<file path="src/rtl/fetch_unit_pkg.sv">
// fetch_unit_pkg: shared trit encodings, opcodes, fetch FSM states and ALU-op decode.
// Imported by control and fetch so both decode ALU operations identically.
package fetch_unit_pkg;

    localparam int DEF_PC_TRITS    = 9;
    localparam int DEF_INSTR_TRITS = 18;
    localparam int DEF_OPCODE_SIZE = 4;

    // Balanced-ternary trit encoding, 2 bits per trit
    localparam logic [1:0] TRIT_ZERO = 2'b00;
    localparam logic [1:0] TRIT_POS  = 2'b01;
    localparam logic [1:0] TRIT_NEG  = 2'b10;
    localparam logic [1:0] TRIT_BAD  = 2'b11;

    // Opcodes, most significant trit first
    localparam logic [2*DEF_OPCODE_SIZE-1:0] OP_NOP = 8'b00_00_00_00;
    localparam logic [2*DEF_OPCODE_SIZE-1:0] OP_MV  = 8'b00_00_00_01;
    localparam logic [2*DEF_OPCODE_SIZE-1:0] OP_ADD = 8'b00_00_01_00;
    localparam logic [2*DEF_OPCODE_SIZE-1:0] OP_SUB = 8'b00_00_01_01;
    localparam logic [2*DEF_OPCODE_SIZE-1:0] OP_NEG = 8'b00_00_01_10;
    localparam logic [2*DEF_OPCODE_SIZE-1:0] OP_MIN = 8'b00_00_10_00;
    localparam logic [2*DEF_OPCODE_SIZE-1:0] OP_MAX = 8'b00_00_10_01;
    localparam logic [2*DEF_OPCODE_SIZE-1:0] OP_LD  = 8'b00_01_00_00;
    localparam logic [2*DEF_OPCODE_SIZE-1:0] OP_ST  = 8'b00_01_00_01;
    localparam logic [2*DEF_OPCODE_SIZE-1:0] OP_JMP = 8'b00_01_01_00;
    localparam logic [2*DEF_OPCODE_SIZE-1:0] OP_HLT = 8'b00_10_00_00;

    typedef enum logic [1:0] {
        ST_IDLE,
        ST_REQ,
        ST_DONE,
        ST_HALTED
    } fetch_state_t;

    function automatic logic is_alu_op(input logic [2*DEF_OPCODE_SIZE-1:0] op);
        return op inside {OP_ADD, OP_SUB, OP_NEG, OP_MIN, OP_MAX};
    endfunction

endpackage

</file>
<file path="src/rtl/fetch_unit_if.sv">
// fetch_unit_if: instruction memory read bus.
//   req   - read request, held until ready
//   addr  - read address (trit-encoded PC)
//   ready - read data valid this cycle
//   rdata - instruction word
// master = fetch unit, slave = instruction memory.
interface fetch_unit_if
    import fetch_unit_pkg::*;
#(
    parameter int PC_TRITS    = DEF_PC_TRITS,
    parameter int INSTR_TRITS = DEF_INSTR_TRITS
);
    logic                     req;
    logic [2*PC_TRITS-1:0]    addr;
    logic                     ready;
    logic [2*INSTR_TRITS-1:0] rdata;

    modport master (output req, addr, input ready, rdata);
    modport slave  (input req, addr, output ready, rdata);
endinterface

</file>
<file path="src/rtl/fetch_unit_ternary_incrementer.sv">
// ternary_incrementer: adds +1 to a balanced-ternary value, 2 bits per trit.
//   a         - input value, trit 0 in bits [1:0]
//   sum       - a + 1, carry out of the top trit dropped
//   carry_out - carry out of the top trit
// Ripple from trit 0: 0+1=+1, -1+1=0, +1+1=-1 with carry. An invalid trit
// stays invalid and absorbs the carry.
module ternary_incrementer
    import fetch_unit_pkg::*;
#(
    parameter int TRITS = DEF_PC_TRITS
) (
    input  logic [2*TRITS-1:0] a,
    output logic [2*TRITS-1:0] sum,
    output logic               carry_out
);
    logic [TRITS:0] carry;

    assign carry[0] = 1'b1;

    for (genvar i = 0; i < TRITS; i++) begin : g_trit
        logic [1:0] t;
        assign t = a[2*i +: 2];
        assign sum[2*i +: 2] = !carry[i]        ? t         :
                               t == TRIT_ZERO   ? TRIT_POS  :
                               t == TRIT_POS    ? TRIT_NEG  :
                               t == TRIT_NEG    ? TRIT_ZERO : TRIT_BAD;
        assign carry[i+1] = carry[i] && t == TRIT_POS;
    end

    assign carry_out = carry[TRITS];
endmodule

</file>
<file path="src/rtl/fetch_unit.sv">
// fetch_unit: executes control strobes (fetch/next/reset/halt) against
// instruction memory, owning the trit-encoded PC and instruction register.
//   clock, reset          - rising-edge clock, async active-low reset
//   do_fetch              - level, held while control is in FETCH
//   do_next               - one-cycle PC advance (IDLE only)
//   do_reset              - synchronous soft reset, beats every other strobe
//   do_halt               - level; freezes PC/IR until a reset
//   branch_taken/_target  - sampled with do_next
//   imem                  - instruction memory read bus (master side)
//   instr, opcode         - IR and its opcode field
//   is_alu_operation      - opcode decodes to an ALU op
//   pc                    - current PC
//   fetch_busy            - fetch in progress; control stalls execute on it
//   fault                 - sticky: a fetched word held an invalid trit
module fetch_unit
    import fetch_unit_pkg::*;
#(
    parameter int                      PC_TRITS    = DEF_PC_TRITS,
    parameter int                      INSTR_TRITS = DEF_INSTR_TRITS,
    parameter int                      OPCODE_SIZE = DEF_OPCODE_SIZE,
    parameter logic [2*PC_TRITS-1:0]   RESET_PC    = '0
) (
    input  logic                       clock,
    input  logic                       reset,
    input  logic                       do_fetch,
    input  logic                       do_next,
    input  logic                       do_reset,
    input  logic                       do_halt,
    input  logic                       branch_taken,
    input  logic [2*PC_TRITS-1:0]      branch_target,
    fetch_unit_if.master               imem,
    output logic [2*INSTR_TRITS-1:0]   instr,
    output logic [2*OPCODE_SIZE-1:0]   opcode,
    output logic                       is_alu_operation,
    output logic [2*PC_TRITS-1:0]      pc,
    output logic                       fetch_busy,
    output logic                       fault
);
    fetch_state_t            state;
    logic                    req_q;
    logic [2*PC_TRITS-1:0]   pc_inc;
    logic                    pc_carry_unused;
    logic                    word_bad;

    ternary_incrementer #(.TRITS(PC_TRITS)) u_inc (
        .a         (pc),
        .sum       (pc_inc),
        .carry_out (pc_carry_unused)
    );

    always_comb begin
        word_bad = 1'b0;
        for (int i = 0; i < INSTR_TRITS; i++)
            word_bad = word_bad | (imem.rdata[2*i +: 2] == TRIT_BAD);
    end

    always_ff @(posedge clock or negedge reset) begin
        if (!reset) begin
            state <= ST_IDLE;
            pc    <= RESET_PC;
            instr <= '0;
            fault <= 1'b0;
            req_q <= 1'b0;
        end else if (do_reset) begin
            state <= ST_IDLE;
            pc    <= RESET_PC;
            instr <= '0;
            fault <= 1'b0;
            req_q <= 1'b0;
        end else if (do_halt) begin
            // Halt also wins over a same-cycle ready: the word is dropped
            state <= ST_HALTED;
            req_q <= 1'b0;
        end else begin
            case (state)
                ST_IDLE: begin
                    // do_next outranks a simultaneous do_fetch
                    if (do_next) begin
                        pc <= branch_taken ? branch_target : pc_inc;
                    end else if (do_fetch) begin
                        state <= ST_REQ;
                        req_q <= 1'b1;
                    end
                end
                ST_REQ: begin
                    if (imem.ready) begin
                        instr <= imem.rdata;
                        fault <= fault | word_bad;
                        state <= ST_DONE;
                        req_q <= 1'b0;
                    end
                end
                ST_DONE: begin
                    if (!do_fetch)
                        state <= ST_IDLE;
                end
                default: ;
            endcase
        end
    end

    assign imem.req         = req_q;
    assign imem.addr        = pc;
    assign fetch_busy       = do_fetch && state != ST_DONE;
    assign opcode           = instr[2*INSTR_TRITS-1 -: 2*OPCODE_SIZE];
    assign is_alu_operation = is_alu_op(opcode);
endmodule

</file>
<file path="src/flat_wrapper.sv">
// flat-port wrapper written by rule: the top's interface ports become plain ports
module fetch_unit_flat import fetch_unit_pkg::*;
#(
    parameter int                      PC_TRITS    = DEF_PC_TRITS,
    parameter int                      INSTR_TRITS = DEF_INSTR_TRITS,
    parameter int                      OPCODE_SIZE = DEF_OPCODE_SIZE,
    parameter logic [2*PC_TRITS-1:0]   RESET_PC    = '0
)
  (clock, reset, do_fetch, do_next, do_reset, do_halt, branch_taken, branch_target, instr, opcode, is_alu_operation, pc, fetch_busy, fault, imem_req, imem_addr, imem_ready, imem_rdata);
  fetch_unit_if #(.PC_TRITS(PC_TRITS), .INSTR_TRITS(INSTR_TRITS)) imem_i ();
  input  logic clock;
  input  logic reset;
  input  logic do_fetch;
  input  logic do_next;
  input  logic do_reset;
  input  logic do_halt;
  input  logic branch_taken;
  input  logic [2*PC_TRITS-1:0] branch_target;
  output logic [2*INSTR_TRITS-1:0] instr;
  output logic [2*OPCODE_SIZE-1:0] opcode;
  output logic is_alu_operation;
  output logic [2*PC_TRITS-1:0] pc;
  output logic fetch_busy;
  output logic fault;
  output wire logic [$bits(imem_i.req)-1:0] imem_req;
  output wire logic [$bits(imem_i.addr)-1:0] imem_addr;
  input wire logic [$bits(imem_i.ready)-1:0] imem_ready;
  input wire logic [$bits(imem_i.rdata)-1:0] imem_rdata;
  assign imem_req = imem_i.req;
  assign imem_addr = imem_i.addr;
  assign imem_i.ready = imem_ready;
  assign imem_i.rdata = imem_rdata;
  fetch_unit #(.PC_TRITS(PC_TRITS), .INSTR_TRITS(INSTR_TRITS), .OPCODE_SIZE(OPCODE_SIZE), .RESET_PC(RESET_PC)) u_core (.clock(clock), .reset(reset), .do_fetch(do_fetch), .do_next(do_next), .do_reset(do_reset), .do_halt(do_halt), .branch_taken(branch_taken), .branch_target(branch_target), .imem(imem_i), .instr(instr), .opcode(opcode), .is_alu_operation(is_alu_operation), .pc(pc), .fetch_busy(fetch_busy), .fault(fault));
endmodule
</file>
<file path="config.mk">
export PLATFORM = sky130hd
export DESIGN_NAME = fetch_unit_flat
export DESIGN_NICKNAME = d
export VERILOG_FILES = /design/src/rtl/fetch_unit_pkg.sv /design/src/rtl/fetch_unit_if.sv /design/src/rtl/fetch_unit_ternary_incrementer.sv /design/src/rtl/fetch_unit.sv /design/src/flat_wrapper.sv
export SDC_FILE = /design/constraint.sdc
export NUM_CORES = 1
export LEC_CHECK = 0
export CAP_MARGIN = 20
export CORE_MARGIN = 2
export CORE_UTILIZATION = 38
export DETAILED_ROUTE_END_ITERATION = 10
export HOLD_SLACK_MARGIN = 0.12
export PLACE_DENSITY = 0.85
export SYNTH_ARGS = -nofsm -noshare
export SYNTH_HDL_FRONTEND = slang
export SYNTH_HIERARCHICAL = 1
export SYNTH_SLANG_ARGS = --single-unit
</file>
<file path="constraint.sdc">
create_clock -name clock -period 1.8 [get_ports clock]
set_clock_uncertainty 0.1 [all_clocks]
set_input_delay 0.45 -clock clock [delete_from_list [all_inputs] [get_ports clock]]
set_output_delay 0.45 -clock clock [all_outputs]
set_load 0.01 [all_outputs]
</file>
### Yosys cells after proc, flatten, opt, wreduce, memory -nomap -nowiden

Cells that the tools add are included.

| word-level totals | value |
|---|---|
| register bits after elaboration | 58 |
| bits of input ports | 62 |
| output and inout port bits | 84 |
| word-level logic and storage cells | 186 |

| cells by class | value |
|---|---|
| eq/ne operators | 49 |
| muxes and demuxes | 61 |
| bitwise logic cells | 18 |
| reductions and logical operators | 45 |

Operators with widths:

| cell | count |
|---|---|
| $mux W36 | 4 |
| $mux W18 | 5 |
| $mux W2 | 41 |
| $eq A2 B2 Y1 const B | 28 |
| $reduce_and A4 Y1 | 9 |
| $eq A8 B3 Y1 const B | 3 |
| $reduce_bool A3 Y1 | 8 |
| $eq A2 B1 Y1 const B | 10 |
| $logic_not A2 Y1 | 10 |
| $or A1 B1 Y1 | 18 |
| $eq A8 B4 Y1 const B | 2 |
| $ne A4 B4 Y1 const B | 4 |
| $reduce_bool A5 Y1 | 2 |
| $mux W1 | 9 |
| $logic_and A1 B1 Y1 | 8 |
| $reduce_bool A2 Y1 | 4 |
| $pmux W2 S3 | 1 |
| $reduce_and A3 Y1 | 2 |
| $reduce_and A5 Y1 | 1 |
| $ne A2 B2 Y1 const B | 2 |
| $reduce_bool A4 Y1 | 1 |
| $pmux W1 S2 | 1 |

### Logic depth before layout (Yosys ltp)

Gate-level depths: netlist of the first run.

| logic depth | value |
|---|---|
| word-level depth | 23 |
| gate-level depth with buffers | 7 |
| mapped depth without buffers | 7 |

### Cells and area by module

The synthesis of the first run kept the hierarchy.

Modules (own cells, without submodules):

| module | times used | cells each | area each (µm²) | seq. area each (µm²) |
|---|---|---|---|---|
| fetch_unit | 1 | 226 | 2727.6 | 1451.4 |
| ternary_incrementer | 1 | 52 | 446.7 | 0.0 |

### Least setup slack after synthesis of the first run

No wires, ideal clock.

| timing | value |
|---|---|
| kind | register -> register |
| start point | register u_core.pc[1], in the netlist u_core/imem.addr[1] |
| end point | register u_core.pc[16], in the netlist u_core/imem.addr[16] |
| library setup time | 0.133 ns |
| data arrival time | 1.662 ns |
| data required time | 1.567 ns |
| slack | -0.096 ns |
| cell stages (with the launch flop) | 8 |
| buffers on the path | 0 |
| period minus slack after synthesis | 1.896 ns |
| cell sequence | dfrtp_1 > inv_1 > ha_1 > nand4_4 > nor3_2 > mux2_2 > mux2i_1 > o21ai_0 |

| between the ends | value |
|---|---|
| longest elaborated chain between the ends | 10 |

RTL lines:

| item | RTL line | RTL |
|---|---|---|
| from (decl) | fetch_unit.sv:35 | `output logic [2*PC_TRITS-1:0] pc,` |
| from (signal assigned) | fetch_unit.sv:79 | `pc <= branch_taken ? branch_target : pc_inc;` |
| $eq A2 B1 Y1 | fetch_unit_ternary_incrementer.sv:27 | `assign carry[i+1] = carry[i] && t == TRIT_POS;` |
| $logic_and A1 B1 Y1 (7 in a row) | fetch_unit_ternary_incrementer.sv:27 |  |
| $reduce_bool A3 Y1 (no line) | n/a |  |
| $reduce_and A4 Y1 (no line) | n/a |  |

Every way passes these cells.
A chain may end at the register's enable or synchronous reset.

### Worst setup path in the final report of the first run

| timing | value |
|---|---|
| start point | register u_core.instr[31] |
| end point | output port is_alu_operation |

| between the ends | value |
|---|---|
| longest elaborated chain between the ends | 2 |
| elaborated cells on any way between the ends | 6 |
| those cells by class | eq/ne: 5; reduce/logical: 1 |

RTL lines:

| item | RTL line | RTL |
|---|---|---|
| from (decl) | fetch_unit.sv:32 | `output logic [2*INSTR_TRITS-1:0] instr,` |
| from (signal assigned) | fetch_unit.sv:87 | `instr <= imem.rdata;` |
| $eq A8 B3 Y1 / $eq A8 B4 Y1 (equally long branches) | fetch_unit_pkg.sv:36 | `return op inside {OP_ADD, OP_SUB, OP_NEG, OP_MIN, OP_MAX};` |
| $reduce_bool A5 Y1 (*) | fetch_unit_pkg.sv:36 |  |
| to (decl) | flat_wrapper.sv:21 | `output logic is_alu_operation;` |

Every way passes the cells marked *; elsewhere a longest branch is shown, timed or not.

==> results by group, run 1 <==
Timing
  • Period utilization: 1.06
  • Post-route minimum period: 1.90 ns
  • # setup viols final: 8
  • Setup TNS: -0.253 ns
  • RSZ-0062 raised after global routing: true
  • Final Hold Fails: 0
  • Worst-Margin Slew: 0.626 ns
  • Worst rel slew slack: 0.582
  • Fin worst setup slack: -0.100 ns
  • Fmax: 526 MHz
  • Worst hold slack: 0.407 ns
  • Slew Viols, Final: 0

Power and ir drop
  • Seq pwr share: 0.430
  • Net Sw Power: 870 uW
  • Peak supply drop: 0.341 mV
  • Combinational share of power: 0.249
  • Switch share: 0.270
  • Pwr dens: 597 nW/um^2
  • Pwr Total: 3.22 mW
  • Clock power share: 0.321
  • Leak: 3.10 nW
  • Internal Power: 2.35 mW

Detailed routing
  • WL/cell: 16.6 um
  • Routed Antenna Nets: 0
  • Starting DRT DRC Count: 69
  • Routed vias/inst: 5.08
  • Initial DRT Pass Iterations: 4
  • DRC Markers: 0
  • Routed vias: 2874
  • Total Wirelength: 9410 um

Global routing
  • Vias in the first global route: 2836
  • Global Route Usage Sum: 0.197
  • GRT Residual Overflow: 0
  • Initial antenna violation count: 0
  • First-pass GRT wire length: 13600 um
  • Largest net degree at the start of global routing: 59

CTS
  • Clk buf depth: 2
  • H-tree levels: 3
  • Clk_lat worst skew: 0.32 ns
  • CTS tree: yes
  • CTS root buf: clkbuf_8
  • CTS buffer count: 9
  • Clk sink count: 58
  • Worst-path clk slew: 0.06 ns

Critical path
  • Crit Path Max Fanout: 3
  • CP required: 1.25 ns
  • Critical path launch point type: flip-flop
  • Number of buffer and inverter stages on the critical path: 2
  • Critical path type: flip-flop to output port
  • Crit-path leading delay family: flip-flops
  • Critical path's slowest cell: dfrtp_1
  • Crit path DAT: 1.35 ns
  • Cells along the critical path: buf_4 > nor3b_1 > o21a_1 > buf_2
  • CP Capture Type: output port
  • Worst stage delay on the critical path: 0.40 ns

Floorplanning
  • Die footprint: 9080 um^2
  • IO Pins: 146
  • Die H: 95.3 um
  • Initial Util: 0.389
  • Row count: 33
  • Die X: 95.3 um
  • Core footprint: 8130 um^2

Place
  • Gpl congestion: 0.860
  • Port Buffers: 145
  • HPWL after DPL: 6300 um

Synth
  • Mapped Area: 3170 um^2
  • Avg Synthesized Cell Area: 11.4 um^2
  • Ys Warns: 6
  • Syn Inst Count: 277
  • Mapped Nets: 353

Layout
  • Fraction of layout cells with a size suffix above 1: 0.286
  • Area growth syn-to-layout: 70.4%
  • # nets final: 533
  • Utilization after layout: 0.664
  • Diode count: 0

Status
  • Status: finished with violations
  • Violated checks: negative setup slack

Worst hold path
  • Worst Hold Class: flip-flop to flip-flop

Run
  • Number of max-cap violations: 0
[placed cells by master, fill, tap and decap left out, types with 3 or more instances in the layout]
cell type and n:
o21ai_0 12, ha_1 5, ha_4 7, a22oi_1 3
clkbuf_8 11, buf_4 51, buf_2 3, mux2_2 9
inv_1 11, clkdlybuf4s50_1 62, mux2_4 6, buf_12 5
buf_6 3, dfrtp_1 57, mux2i_1 19, nand2_1 22
dlymetal6s2s_1 27, clkinv_2 3, a31oi_4 3, a22o_1 40
o21ai_1 7, dlygate4sd2_1 49, inv_2 6
[state kept, by name, summed over array words and instances (netlist names)]
register / flops
u_core/imem.req: 1
u_core/fault: 1
u_core/instr: 36
u_core/imem.addr: 18
u_core/state: 2
[routing by layer]
metal	track usage	routed length [um]
met1	0.228	3690
met2	0.347	4940
met3	0.0435	623
met4	0.0845	146
met5	0	0
[final timing paths]
kind,slack (ns),cells after the start,startpoint,end
max,-0.10,4,u_core/instr[31],is_alu_operation
min,0.41,1,u_core/instr[9],u_core/instr[9]
max reg2reg,-0.07,8,u_core/imem.addr[13],u_core/imem.addr[16]
min reg2reg,0.41,1,u_core/instr[9],u_core/instr[9]
max in group asynchronous,0.73,3,reset,u_core/state[0]
min in group asynchronous,0.57,3,reset,u_core/imem.addr[1]
[stage by stage]
stage	area (um^2)	setup slack, ns	cells
after global placement	4910	-0.393	538
final	5400	-0.100	566
after CTS	5140	-0.145	563
after floorplan	3180	0.00185	277
after detailed placement	4910	-0.470	538
after global routing	5400	-0.179	566
[area by class of cell]
class | instances | area [um^2]
fill | 610 | 2740
tap | 105 | 131
clock inverter | 3 | 15.0
sequential | 58 | 1450
timing repair buffer | 205 | 1960
multi-input combinational | 166 | 1620
inverter | 17 | 63.8
clock buffer | 12 | 155
[worst reg2reg max path, delay by kind of cell (launching register included)]
kind | cells | cell delay [ns]
multiplexers | 2 | 0.48
flip-flops | 1 | 0.40
AND/OR/NAND/NOR | 2 | 0.38
buffers and inverters | 2 | 0.19
adder cells (fa/ha/maj) | 1 | 0.12
AO/OA/AOI/OAI | 1 | 0.09
[timing repair]
item / in CTS / in global routing
hold endpoints to repair: 58 / 0
resized for setup: 74 / 73
gates cloned: 1 / 0
endpoints found under the setup margin: 101 / 44
pin swaps: 5 / 10
hold buffers: 1 / 0
buffers inserted: 8 / 3
[power groups by stage]
| stage | combinational (mW) | clock (mW) | sequential, mW |
|---|---|---|---|
| 3_5_place_dp | 0.709 | 0 | 1.41 |
| 5_1_grt | 0.856 | 1.14 | 1.39 |
| 2_1_floorplan | 0.271 | 0 | 1.43 |
| 4_1_cts | 0.720 | 1.07 | 1.38 |
| 6_report | 0.803 | 1.03 | 1.38 |
| 3_3_place_gp | 0.690 | 0 | 1.40 |
No activity file was read; power rests on OpenSTA's default activity.
==> run 2, diff against run 1 <==
--- a/config.mk
+++ b/config.mk
@@ -9,7 +9,6 @@
 export CORE_MARGIN = 2
 export CORE_UTILIZATION = 38
 export DETAILED_ROUTE_END_ITERATION = 10
-export HOLD_SLACK_MARGIN = 0.12
 export PLACE_DENSITY = 0.85
 export SYNTH_ARGS = -nofsm -noshare
 export SYNTH_HDL_FRONTEND = slang
==> run 2 against run 1 <==
  * The run still ends with negative setup slack left
  * Setup slack is the same
  * Non-clock buffer count shrank 1
  * Core utilization shrank 0.12 points
  * Hold slack lost 0.39 ns
  * Combinational power is essentially flat
  * Critical path depth is the same
  * Fmax is the same
==> results by group, run 2 (synthesis gave the netlist of run 1 again) <==
Floorplanning
  • IO Pins: 146
  • Row count: 33
  • Core footprint: 8130 um^2
  • Die H: 95.3 um
  • Die X: 95.3 um
  • Initial Util: 0.389
  • Die footprint: 9080 um^2

Critical path
  • Critical path type: flip-flop to output port
  • Crit path DAT: 1.35 ns
  • Crit Path Max Fanout: 3
  • Critical path launch point type: flip-flop
  • CP required: 1.25 ns
  • CP Capture Type: output port

Global routing
  • Global Route Usage Sum: 0.197
  • Largest net degree at the start of global routing: 59
  • Vias in the first global route: 2836
  • Most Crowded Layer GR: met2
  • GRT Residual Overflow: 0
  • GRT met2 Usage: 0.347
  • Initial antenna violation count: 0
  • Met3 usage in global routing: 0.0435
  • First-pass GRT wire length: 13600 um
  • Met1 GRT Util: 0.228

Layout
  • Fraction of layout cells with a size suffix above 1: 0.287
  • Most flops, register: u_core/instr
  • Most common cell after layout, fill and taps aside: clkdlybuf4s50_1
  • Diode count: 0
  • Finished Cell Area: 5390 um^2
  • Most used cells in the layout excluding fill and tap cells: clkdlybuf4s50_1, dfrtp_1, buf_4
  • Area growth syn-to-layout: 70.1%
  • Largest register FFs: 36
  • Final Non-Filler Cells: 565
  • Number of fill cells: 612
  • # nets final: 532

CTS
  • CTS tree: yes
  • Clk sink count: 58
  • CTS root buf: clkbuf_8
  • Hold_buf cts: 0
  • H-tree levels: 3
  • Clk buf depth: 2
  • Clk_lat worst skew: 0.32 ns
  • CTS buffer count: 9
  • Worst-path clk slew: 0.06 ns

Power and ir drop
  • Pwr dens: 598 nW/um^2
  • Pwr Total: 3.22 mW
  • Peak supply drop: 0.341 mV
  • Leak: 3.09 nW

Place
  • Placed cell areas: 4910 um^2
  • Dpl cells: 538
  • Place WS: -0.470 ns
  • Port Buffers: 145
  • HPWL after DPL: 6300 um
  • Gpl congestion: 0.860

Worst hold path
  • Worst Hold Class: input pin to async pin

Detailed routing
  • Initial DRT Pass Iterations: 4
  • Routed vias: 2889
  • Routed vias/inst: 5.11
  • DRC Markers: 0
  • Starting DRT DRC Count: 69
  • Total Wirelength: 9410 um
  • WL/cell: 16.7 um
  • Routed Antenna Nets: 0

Timing
  • Worst rel slew slack: 0.582
  • Setup TNS: -0.252 ns
  • Post-route minimum period: 1.90 ns
  • Fin worst setup slack: -0.100 ns
  • Fmax: 526 MHz
  • RSZ-0062 raised after global routing: true
  • Period utilization: 1.06
  • Worst-Margin Slew: 0.627 ns
  • Final Hold Fails: 0
  • # setup viols final: 8
  • Slew Viols, Final: 0

Run
  • Number of max-cap violations: 0

Status
  • Status: finished with violations
  • Violated checks: negative setup slack
[run 2: per-stage QoR]
step           hold slack (ns)  utilization
5_1_grt                 0.0353        0.663
6_report                0.0141        0.663
4_1_cts                 0.0300        0.631
3_3_place_gp             0.379        0.604
2_1_floorplan           0.0544            -
3_5_place_dp             0.381        0.604
[run 2: power breakdown]
group          internal (mW)  total (mW)  switching, mW
registers               1.35        1.38         0.0330
logic                  0.439       0.801          0.362
clock network          0.560        1.04          0.475
total                   2.35        3.22          0.871
[run 2: final cells by class]
type	count	area [um^2]	share of cell area
Tap cell	105	131	0.0244
Multi-Input combinational cell	166	1620	0.301
Clock inverter	3	15.0	0.00279
Inverter	17	63.8	0.0118
Clock buffer	12	155	0.0288
Timing Repair Buffer	204	1950	0.362
Sequential cell	58	1450	0.270
[run 2: path summary, 6_finish.rpt]
kind	from	end	slack, ns	depth (start not counted)
worst max-delay path	u_core/instr[31]	is_alu_operation	-0.10	4
worst min-delay path	reset	u_core/imem.addr[1]	0.01	2
worst max register to register	u_core/imem.addr[13]	u_core/imem.addr[16]	-0.07	8
worst min register to register	u_core/instr[9]	u_core/instr[9]	0.41	1
max in group asynchronous	reset	u_core/state[0]	1.28	2
min in group clock	u_core/instr[9]	u_core/instr[9]	0.41	1
[run 2: worst max-delay path: stages (launching register included)]
cell     delay (ns)
dfrtp_1        0.40
buf_4          0.14
nor3b_1        0.17
o21a_1         0.19
buf_2          0.14
[run 2: layer usage]
metal,vias to the layer above,wire length [um]
met5,-,0
met4,0,157
met3,12,654
met2,126,4930
met1,1404,3670
li1,1347,-
[run 2: timing repair]
item	CTS	global route
cloned	1	0
pin swaps	5	10
gates resized for setup	74	73
endpoints found under the setup margin	101	44
buffers inserted	8	3
